--- config.mk ---
export PLATFORM = sky130hd
export DESIGN_NAME = wb_stage
export DESIGN_NICKNAME = d
export VERILOG_FILES = /design/src/rtl/mips_pkg.sv /design/src/rtl/load_ext.sv /design/src/rtl/wb_stage.sv
export SDC_FILE = /design/constraint.sdc
export NUM_CORES = 1
export LEC_CHECK = 0
export ABC_AREA = 1
export ABC_CLOCK_PERIOD_IN_PS = 2600
export CAP_MARGIN = 20
export CORE_MARGIN = 2
export CORE_UTILIZATION = 49
export DETAILED_ROUTE_END_ITERATION = 10
export PLACE_DENSITY_LB_ADDON = 0.05
export SYNTH_ARGS = -nofsm -noshare
export SYNTH_HDL_FRONTEND = slang
export SYNTH_SLANG_ARGS = --single-unit
--- constraint.sdc ---
create_clock -name Clk -period 2.6 [get_ports Clk]
set_input_delay 0.52 -clock Clk [delete_from_list [all_inputs] [get_ports Clk]]
set_output_delay 0.52 -clock Clk [all_outputs]
set_load 0.05 [all_outputs]
--- src/rtl/mips_pkg.sv ---
// mips_pkg: shared MIPS pipeline definitions used by the write-back stage.
//   - opcode / funct constants for the instructions the W stage decodes
//   - wb_src_e: selects which value is written to the register file
//   - RA_IDX_DEFAULT: link register index written by jal
package mips_pkg;

   localparam int unsigned WORD_W         = 32;
   localparam int unsigned REG_AW         = 5;
   localparam int unsigned RA_IDX_DEFAULT = 31;

   // Primary opcodes
   localparam logic [5:0] OP_RTYPE = 6'b000000;
   localparam logic [5:0] OP_JAL   = 6'b000011;
   localparam logic [5:0] OP_ADDI  = 6'b001000;
   localparam logic [5:0] OP_ADDIU = 6'b001001;
   localparam logic [5:0] OP_SLTI  = 6'b001010;
   localparam logic [5:0] OP_SLTIU = 6'b001011;
   localparam logic [5:0] OP_ANDI  = 6'b001100;
   localparam logic [5:0] OP_ORI   = 6'b001101;
   localparam logic [5:0] OP_XORI  = 6'b001110;
   localparam logic [5:0] OP_LUI   = 6'b001111;
   localparam logic [5:0] OP_LB    = 6'b100000;
   localparam logic [5:0] OP_LH    = 6'b100001;
   localparam logic [5:0] OP_LW    = 6'b100011;
   localparam logic [5:0] OP_LBU   = 6'b100100;
   localparam logic [5:0] OP_LHU   = 6'b100101;

   // R-type funct codes
   localparam logic [5:0] FN_JR      = 6'b001000;
   localparam logic [5:0] FN_JALR    = 6'b001001;
   localparam logic [5:0] FN_SYSCALL = 6'b001100;
   localparam logic [5:0] FN_MFHI    = 6'b010000;
   localparam logic [5:0] FN_MTHI    = 6'b010001;
   localparam logic [5:0] FN_MFLO    = 6'b010010;
   localparam logic [5:0] FN_MTLO    = 6'b010011;
   localparam logic [5:0] FN_MULT    = 6'b011000;
   localparam logic [5:0] FN_MULTU   = 6'b011001;
   localparam logic [5:0] FN_DIV     = 6'b011010;
   localparam logic [5:0] FN_DIVU    = 6'b011011;

   typedef enum logic [1:0] {
      WB_ALU  = 2'd0,
      WB_LOAD = 2'd1,
      WB_LINK = 2'd2,
      WB_MD   = 2'd3
   } wb_src_e;

endpackage

--- src/rtl/load_ext.sv ---
// load_ext: selects the addressed byte/halfword of a loaded word and
// sign- or zero-extends it according to the load opcode.
// Ports:
//   dm_w    in  32  aligned word read from data memory
//   addr_lo in  2   low effective-address bits (byte offset)
//   op      in  6   opcode of the W-stage instruction
//   data    out 32  extended load value (dm_w for lw / non-loads)
module load_ext
   import mips_pkg::*;
(
   input  logic [WORD_W-1:0] dm_w,
   input  logic [1:0]        addr_lo,
   input  logic [5:0]        op,
   output logic [WORD_W-1:0] data
);

   logic [7:0]  byte_sel;
   logic [15:0] half_sel;

   // Byte 0 is bits 7:0; halfword choice ignores addr_lo[0]
   always_comb begin
      byte_sel = dm_w[7:0];
      case (addr_lo)
         2'd0:    byte_sel = dm_w[7:0];
         2'd1:    byte_sel = dm_w[15:8];
         2'd2:    byte_sel = dm_w[23:16];
         default: byte_sel = dm_w[31:24];
      endcase
      half_sel = addr_lo[1] ? dm_w[31:16] : dm_w[15:0];
   end

   always_comb begin
      data = dm_w;
      case (op)
         OP_LB:   data = {{24{byte_sel[7]}}, byte_sel};
         OP_LBU:  data = {24'd0, byte_sel};
         OP_LH:   data = {{16{half_sel[15]}}, half_sel};
         OP_LHU:  data = {16'd0, half_sel};
         default: data = dm_w;
      endcase
   end

endmodule

--- src/rtl/wb_stage.sv ---
// wb_stage: MEM/WB pipeline register plus write-back logic.
// Captures the instruction leaving MEM, decodes its destination and
// write-back source, extracts load data and drives the register file
// write port. Also exposes the W-stage instruction, its PC and a
// retired-instruction counter.
// Ports:
//   Clk, reset        clock, synchronous active-high reset
//   stall, flush      hold W stage / load a bubble (flush wins)
//   valid_M, IR_M, PC4_M, ALUOut_M, DMOut_M, MDOut_M   MEM-stage inputs
//   GRF_WE/WA/WD      register file write port (combinational from W regs)
//   PC_W              PC of the W instruction (PC4_W - 4)
//   IR_W              registered instruction for hazard/forward logic
//   retire_cnt        count of retired valid instructions (wraps)
// Optional: define WB_TRACE_EN to print each register file write.
module wb_stage
   import mips_pkg::*;
#(
   parameter int unsigned CNT_W  = 32,
   parameter int unsigned RA_IDX = RA_IDX_DEFAULT
)(
   input  logic              Clk,
   input  logic              reset,
   input  logic              stall,
   input  logic              flush,
   input  logic              valid_M,
   input  logic [WORD_W-1:0] IR_M,
   input  logic [WORD_W-1:0] PC4_M,
   input  logic [WORD_W-1:0] ALUOut_M,
   input  logic [WORD_W-1:0] DMOut_M,
   input  logic [WORD_W-1:0] MDOut_M,
   output logic              GRF_WE,
   output logic [REG_AW-1:0] GRF_WA,
   output logic [WORD_W-1:0] GRF_WD,
   output logic [WORD_W-1:0] PC_W,
   output logic [WORD_W-1:0] IR_W,
   output logic [CNT_W-1:0]  retire_cnt
);

   logic              v_w;
   logic [WORD_W-1:0] ir_w;
   logic [WORD_W-1:0] pc4_w;
   logic [WORD_W-1:0] alu_w;
   logic [WORD_W-1:0] dm_w;
   logic [WORD_W-1:0] md_w;
   logic [CNT_W-1:0]  cnt_q;

   logic [5:0]        op;
   logic [5:0]        funct;
   logic              writes;
   logic [REG_AW-1:0] wa;
   wb_src_e           src;
   logic [WORD_W-1:0] load_data;
   logic [WORD_W-1:0] wd_raw;
   logic              we;

   // W-stage pipeline register: reset > flush > stall > load
   always_ff @(posedge Clk) begin
      if (reset || flush) begin
         v_w   <= 1'b0;
         ir_w  <= '0;
         pc4_w <= '0;
         alu_w <= '0;
         dm_w  <= '0;
         md_w  <= '0;
      end else if (!stall) begin
         v_w   <= valid_M;
         ir_w  <= IR_M;
         pc4_w <= PC4_M;
         alu_w <= ALUOut_M;
         dm_w  <= DMOut_M;
         md_w  <= MDOut_M;
      end
   end

   // An instruction retires on the edge where it leaves W unstalled
   always_ff @(posedge Clk) begin
      if (reset) begin
         cnt_q <= '0;
      end else if (v_w && !stall) begin
         cnt_q <= cnt_q + CNT_W'(1);
      end
   end

   // Destination and write-back source decode
   always_comb begin
      op     = ir_w[31:26];
      funct  = ir_w[5:0];
      writes = 1'b0;
      wa     = '0;
      src    = WB_ALU;
      case (op)
         OP_RTYPE: begin
            case (funct)
               FN_JR, FN_MULT, FN_MULTU, FN_DIV, FN_DIVU,
               FN_MTHI, FN_MTLO, FN_SYSCALL: begin
                  writes = 1'b0;
               end
               FN_MFHI, FN_MFLO: begin
                  writes = 1'b1;
                  wa     = ir_w[15:11];
                  src    = WB_MD;
               end
               FN_JALR: begin
                  writes = 1'b1;
                  wa     = ir_w[15:11];
                  src    = WB_LINK;
               end
               default: begin
                  writes = 1'b1;
                  wa     = ir_w[15:11];
                  src    = WB_ALU;
               end
            endcase
         end
         OP_ADDI, OP_ADDIU, OP_SLTI, OP_SLTIU,
         OP_ANDI, OP_ORI, OP_XORI, OP_LUI: begin
            writes = 1'b1;
            wa     = ir_w[20:16];
            src    = WB_ALU;
         end
         OP_LB, OP_LBU, OP_LH, OP_LHU, OP_LW: begin
            writes = 1'b1;
            wa     = ir_w[20:16];
            src    = WB_LOAD;
         end
         OP_JAL: begin
            writes = 1'b1;
            wa     = REG_AW'(RA_IDX);
            src    = WB_LINK;
         end
         default: begin
            writes = 1'b0;
         end
      endcase
   end

   load_ext u_load_ext (
      .dm_w    (dm_w),
      .addr_lo (alu_w[1:0]),
      .op      (op),
      .data    (load_data)
   );

   // Write-data select; link address skips the delay slot
   always_comb begin
      wd_raw = alu_w;
      case (src)
         WB_ALU:  wd_raw = alu_w;
         WB_LOAD: wd_raw = load_data;
         WB_LINK: wd_raw = pc4_w + WORD_W'(4);
         WB_MD:   wd_raw = md_w;
         default: wd_raw = alu_w;
      endcase
   end

   // Writes to $0 are suppressed; idle port reads as all zeros
   assign we         = v_w && writes && (wa != '0);
   assign GRF_WE     = we;
   assign GRF_WA     = we ? wa : '0;
   assign GRF_WD     = we ? wd_raw : '0;
   assign PC_W       = pc4_w - WORD_W'(4);
   assign IR_W       = ir_w;
   assign retire_cnt = cnt_q;

`ifdef WB_TRACE_EN
   // Simulation-only write trace
   always @(posedge Clk) begin
      if (GRF_WE && !reset) begin
         $display("%d@%h: $%d <= %h", $time, PC_W, GRF_WA, GRF_WD);
      end
   end
`endif

endmodule

# [Word-level counts from Yosys, hierarchy flattened]
# Cells that the tools add are included.
[totals] regBits=193 output_inout_bits=134 input_bits=165 wordCells=66
[op_classes] reduce_logical=14 mux=12 addsub=3 eq_ne=30
[op_table] op="$pmux 32 s4" n=2
[op_table] op="$eq 6x4->1 const B" n=11
[op_table] op="$eq 6x5->1 const B" n=8
[op_table] op="$add 32x1->32 const B" n=1
[op_table] op="$add 32x3->32 const B" n=1
[op_table] op="$mux 32" n=1
[op_table] op="$sub 32x3->32 const B" n=1
[op_table] op="$eq 6x6->1 const B" n=5
[op_table] op="$pmux 8 s3" n=1
[op_table] op="$mux 16" n=1
[op_table] op="$pmux 5 s3" n=1
[op_table] op="$reduce_or 14->1" n=1
[op_table] op="$reduce_or 13->1" n=1
[op_table] op="$mux 5" n=2
[op_table] op="$reduce_or 8->1" n=1
[op_table] op="$eq 2x2->1 const B" n=3
[op_table] op="$eq 6x2->1 const B" n=1
[op_table] op="$logic_not 6->1" n=1
[op_table] op="$pmux 2 s3" n=1
[op_table] op="$reduce_bool 5->1" n=1
[op_table] op="$reduce_or 5->1" n=1
[op_table] op="$eq 2x1->1 const B" n=2
[op_table] op="$logic_not 2->1" n=2
[op_table] op="$pmux 2 s2" n=1
[op_table] op="6 further kinds" n=8

# [Logic depth before layout (Yosys ltp)]
[depth] depth_word=7 ltp_mapped=14 mapped_depth_nobuf=13

# [Cells and area by module]
# Synthesis repeated with hierarchy kept, for this count alone.
[unflattened] cells_unflattened=1736 area_unflattened_um2=10964.3
[modules_own_cells] mod="wb_stage" seq_area_each_um2=3863.7 area_each_um2=9905.8 n_inst=1 cells_each=1514
[modules_own_cells] mod="load_ext" seq_area_each_um2=0.0 area_each_um2=1058.5 n_inst=1 cells_each=222

# [Worst setup path after synthesis]
# Ideal clock, no wire load.
[synth_timing] path_type="reg2out" start="register pc4_w[2]" end="output PC_W[22]" required_time_ns=2.080 setup_slack_ns=-0.841 path_buffers=0 arrival_ns=2.921 path_stages_with_launch=13 path_cell_list="dfxtp_1 -> inv_1 -> ha_1 -> inv_1 -> nor2_1 -> nand2_1 -> nor2_1 -> nand2_1 -> nor2_1 -> nand3_1 -> nor2_1 -> nand2_1 -> o21ai_0"
[synth_via] elab_chain_len=1
[synth_rtl] element="from (decl)" line="wb_stage.sv:41" rtl="logic [WORD_W-1:0] pc4_w;"
[synth_rtl] element="from (signal assigned)" line="wb_stage.sv:61" rtl="pc4_w <= '0;"
[synth_rtl] element="from (signal assigned)" line="wb_stage.sv:68" rtl="pc4_w <= PC4_M;"
[synth_rtl] element="$sub 32x3->32" line="wb_stage.sv:161" rtl="assign PC_W = pc4_w - WORD_W'(4);"
[synth_rtl] element="to (decl)" line="wb_stage.sv:34" rtl="output logic [WORD_W-1:0] PC_W,"
# No other way between the ends.

# [Worst setup path in the final report]
[layout_timing] start="register ir_w[28] (netlist: IR_W[28])" end="output GRF_WD[16]"
[layout_via] elab_chain_len=6 elab_cells_between_ends=31 classes_between="eq/ne (17); mux (6); reduce/logical (8)"
[layout_rtl] element="from (decl)" line="wb_stage.sv:40" rtl="logic [WORD_W-1:0] ir_w;"
[layout_rtl] element="from (signal assigned)" line="wb_stage.sv:60" rtl="ir_w <= '0;"
[layout_rtl] element="from (signal assigned)" line="wb_stage.sv:67" rtl="ir_w <= IR_M;"
[layout_rtl] element="$eq 6x6->1 (tied with other cells)" line="wb_stage.sv:91" rtl="case (op)"
[layout_rtl] element="$reduce_or 5->1 (tied with other cells)"
[layout_rtl] element="$pmux 2 s3 (tied with other cells)" line="wb_stage.sv:91"
[layout_rtl] element="$eq 2x2->1 (tied with other cells)" line="wb_stage.sv:147" rtl="case (src)"
[layout_rtl] element="$pmux 32 s4 or $logic_and 1x1->1 (tied branches)" line="wb_stage.sv:147, wb_stage.sv:157"
[layout_rtl] element="$mux 32 *" line="wb_stage.sv:160" rtl="assign GRF_WD = we ? wd_raw : '0;"
[layout_rtl] element="to (decl)" line="wb_stage.sv:33" rtl="output logic [WORD_W-1:0] GRF_WD,"
# Every way passes the cells marked *; elsewhere a longest branch is shown, timed or not.

==> impl_metrics.toml <==
[grt]
grt_max_degree = 142
antenna_found_initial = 1
use_met2 = 0.603
grt_first_pass_wirelength_um = 67600
grt_pass1_vias = 12400
grtUsageTotal = 0.366
busiest_layer = "met2"
grt_util_met3 = 0.0767
met1_usage = 0.475
grt_overflow = 0

[timing]
setup_viol = 53
rsz0062_at_grt = "yes"
tightest_slew_ps = 625
hold_violations = 0
worst_slack_ps = -483
drv_slew = 0
slew_headroom = 0.583
skew_ps = 14.7
fin_crit_sh = 1.19
layout_min_cycle_time_ps = 3080
fmax_mhz = 324
holdWs_ps = 435

[detailed_routing]
wl_um = 44500
vias_per_cell = 5.61
drt_first_pass_iters = 6
first_iter_violations = 1436
via_count = 13000
antenna_left = 0
drc = 0
routedWlPerCell_um = 19.2

[die]
die_y_um = 152
core_um2 = 21600
dieArea_um2 = 23100
ios = 299
die_w_um = 152
placementRows = 54
start_util = 0.495

[yosys]
syn_nets = 1839
ys_seq_elements = 193
synth_warnings = 0
avgSynthCellArea_um2 = 6.41
synth_cell_type_count = 37
synthArstFlopShare = 0
ys.flop_type = "dfxtp_1"
synth_area_um2 = 10700
netlist_instances = 1671
seq_area_frac_synth = 0.361
synth_edf_count = 0

[placement]
io_buffers = 298
dpl_worst_slack_ps = -8.51
post_dp_cell_area_um2 = 15300
gp_congestion = 0.948
dp.cells = 2254
dp_hpwl_um = 31600

[status]
status = "finished with violations"
violations = "negative setup slack"

[clock_network]
cts.sinks = 193
clkTransAtPathRegs_ps = 90
tritoncts = "built"
clockBufferDepth = 2
cts_buffers = 17
cts_root_buf = "clkbuf_16"
clk_latency_ps = 450
htreeDepth = 4

[power]
power_leakage_uw = 0.00657
powerDensity_nw_per_um2 = 469
irDropWorstVdd_mv = 0.489

[final_layout]
design_area_um2 = 17000
drive_gt1_frac = 0.216
synthToLayoutAreaGrowth_pct = 58.7
fin_util = 0.786
nNetsFinal = 2196
fin_cells = 2322

[worst_setup_path]
critPathCaptureType = "output port"
cp-start-kind = "register"
r2r_start = "retire_cnt[3]$_SDFFE_PP0P_"
arrival_ps = 2560
r2r_cells = 10
cp_max_fo = 8
rr_endpoint = "retire_cnt[31]$_SDFFE_PP0P_"
worst-setup-path-type = "reg2out"
endpoint = "GRF_WD[16]"
cp_data_required_time_ps = 2080
reg2reg_slack_ps = 400
startpoint = "IR_W[28]$_SDFFE_PP0N_"

[worst_hold_path]
hold_class = "in2reg"
min-delay-start = "stall"

[flow_run]
cap_violations = 0
## logic make-up after synthesis
kind of cell               after synthesis  synth area share
xor gates and xnor gates                40            0.0327
adders and majority gates                3           0.00351
and+or+nand+nor                        939             0.366
AOI/OAI and AO/OA                      259             0.147
buffers and inverters                  237            0.0894
DFF                                    193             0.361
## cell usage after synthesis (8+ instances only)
cell | n | area share
buf_2 | 15 | 0.0070
a21oi_1 | 111 | 0.052
nand3_1 | 132 | 0.062
inv_1 | 143 | 0.050
or2_2 | 9 | 0.0053
nor3_1 | 27 | 0.013
clkbuf_1 | 61 | 0.021
o21ai_0 | 36 | 0.017
dfxtp_1 | 193 | 0.36
a211oi_1 | 88 | 0.062
nand2_1 | 423 | 0.15
o211ai_1 | 11 | 0.0077
xor2_1 | 34 | 0.028
buf_1 | 8 | 0.0028
nand4_1 | 24 | 0.014
nor2_1 | 300 | 0.11
## sequential cells by signal, indices dropped and copies added, names as in the netlist
register    cells
IR_W           32
alu_w          32
dm_w           32
md_w           32
pc4_w          32
retire_cnt     32
v_w             1
## worst min path at each step
stage | cells after the start | slack (ps) | to
detailed placement | 2 | 460 | md_w[21]$_SDFFE_PP0N_
global route | 4 | 430 | retire_cnt[2]$_SDFFE_PP0P_
global placement | 2 | 450 | alu_w[26]$_SDFFE_PP0N_
CTS | 4 | 430 | retire_cnt[2]$_SDFFE_PP0P_
floorplan | 2 | 440 | alu_w[17]$_SDFFE_PP0N_
finish | 4 | 440 | retire_cnt[2]$_SDFFE_PP0P_
## through the flow
| stage | setup TNS, ps | power (uW) |
|---|---|---|
| 2_1_floorplan | -733 | 4140 |
| 3_3_place_gp | 0 | 4990 |
| 3_5_place_dp | -11.8 | 5010 |
| 4_1_cts | -14640 | 7840 |
| 5_1_grt | -24530 | 8190 |
| 6_report | -20060 | 7970 |
## layout by cell type (no fill, tap or decap), types with 6 or more instances in the layout
| master | synthesis | routed |
|---|---|---|
| inv_2 | 0 | 12 |
| nand3_4 | 0 | 7 |
| o211ai_1 | 11 | 11 |
| inv_1 | 143 | 125 |
| xor2_4 | 0 | 9 |
| nor2_4 | 2 | 52 |
| nor3_1 | 27 | 20 |
| dfxtp_2 | 0 | 13 |
| nand2_1 | 423 | 402 |
| nor2_1 | 300 | 239 |
| nand2_2 | 2 | 19 |
| a21oi_2 | 0 | 6 |
| inv_8 | 0 | 6 |
| nor3_2 | 0 | 6 |
| buf_6 | 3 | 34 |
| xor2_2 | 0 | 6 |
| nor2_2 | 5 | 16 |
| buf_4 | 7 | 109 |
| a22oi_1 | 6 | 6 |
| dfxtp_4 | 0 | 12 |
| clkbuf_16 | 0 | 19 |
| a21oi_1 | 111 | 105 |
| or2_4 | 0 | 7 |
| nand3_2 | 3 | 17 |
| clkdlybuf4s50_1 | 0 | 230 |
| o21ai_0 | 36 | 29 |
| a211oi_1 | 88 | 88 |
| dfxtp_1 | 193 | 168 |
| xor2_1 | 34 | 19 |
| nand4_1 | 24 | 24 |
| nand3_1 | 132 | 111 |
| buf_12 | 0 | 50 |
## final cells by class
type                            count  area [um2]
Sequential cell                   193        3930
Multi-Input combinational cell   1241        6870
Timing Repair Buffer              432        4680
Tap cell                          280         350
Fill cell                        1547        4630
Antenna cell                        1        2.50
Clock inverter                     15         178
Inverter                          143         554
Clock buffer                       17         425
## what timing repair did
item                                    in CTS  in global routing
gates cloned                                 2                  2
endpoints found under the setup margin      56                 56
buffers inserted                            21                 15
pin swaps                                   31                 39
resized for setup                          155                 65
hold buffers                                 0                  0
endpoints found under the hold margin        0                  0
## worst max-delay path, cell delays in order, from the launching register on
cell and delay, ps:
dfxtp_4 370, nor2_4 230, buf_6 140, nand3_4 90, nand2_4 110, nor2_4 60, nand2_4 80, nand2_1 60
nand2_1 90, nor2_1 60, nand3_1 130, nand2_4 180, buf_16 220, nor2_4 110, buf_6 170
## where the power goes
part           total (uW)  switching [uW]  internal, uW
Sequential           3130            84.2          3040
Combinational        2110            1180           931
Clock                2730            1420          1310
Total                7970            2680          5290
## layer usage
metal | vias to the layer above | routed length [um]
met3 | 94 | 4120
met5 | - | 0
met2 | 690 | 21100
met1 | 6088 | 17800
met4 | 0 | 1510
li1 | 6143 | -
(Power assumes the default switching activity.)
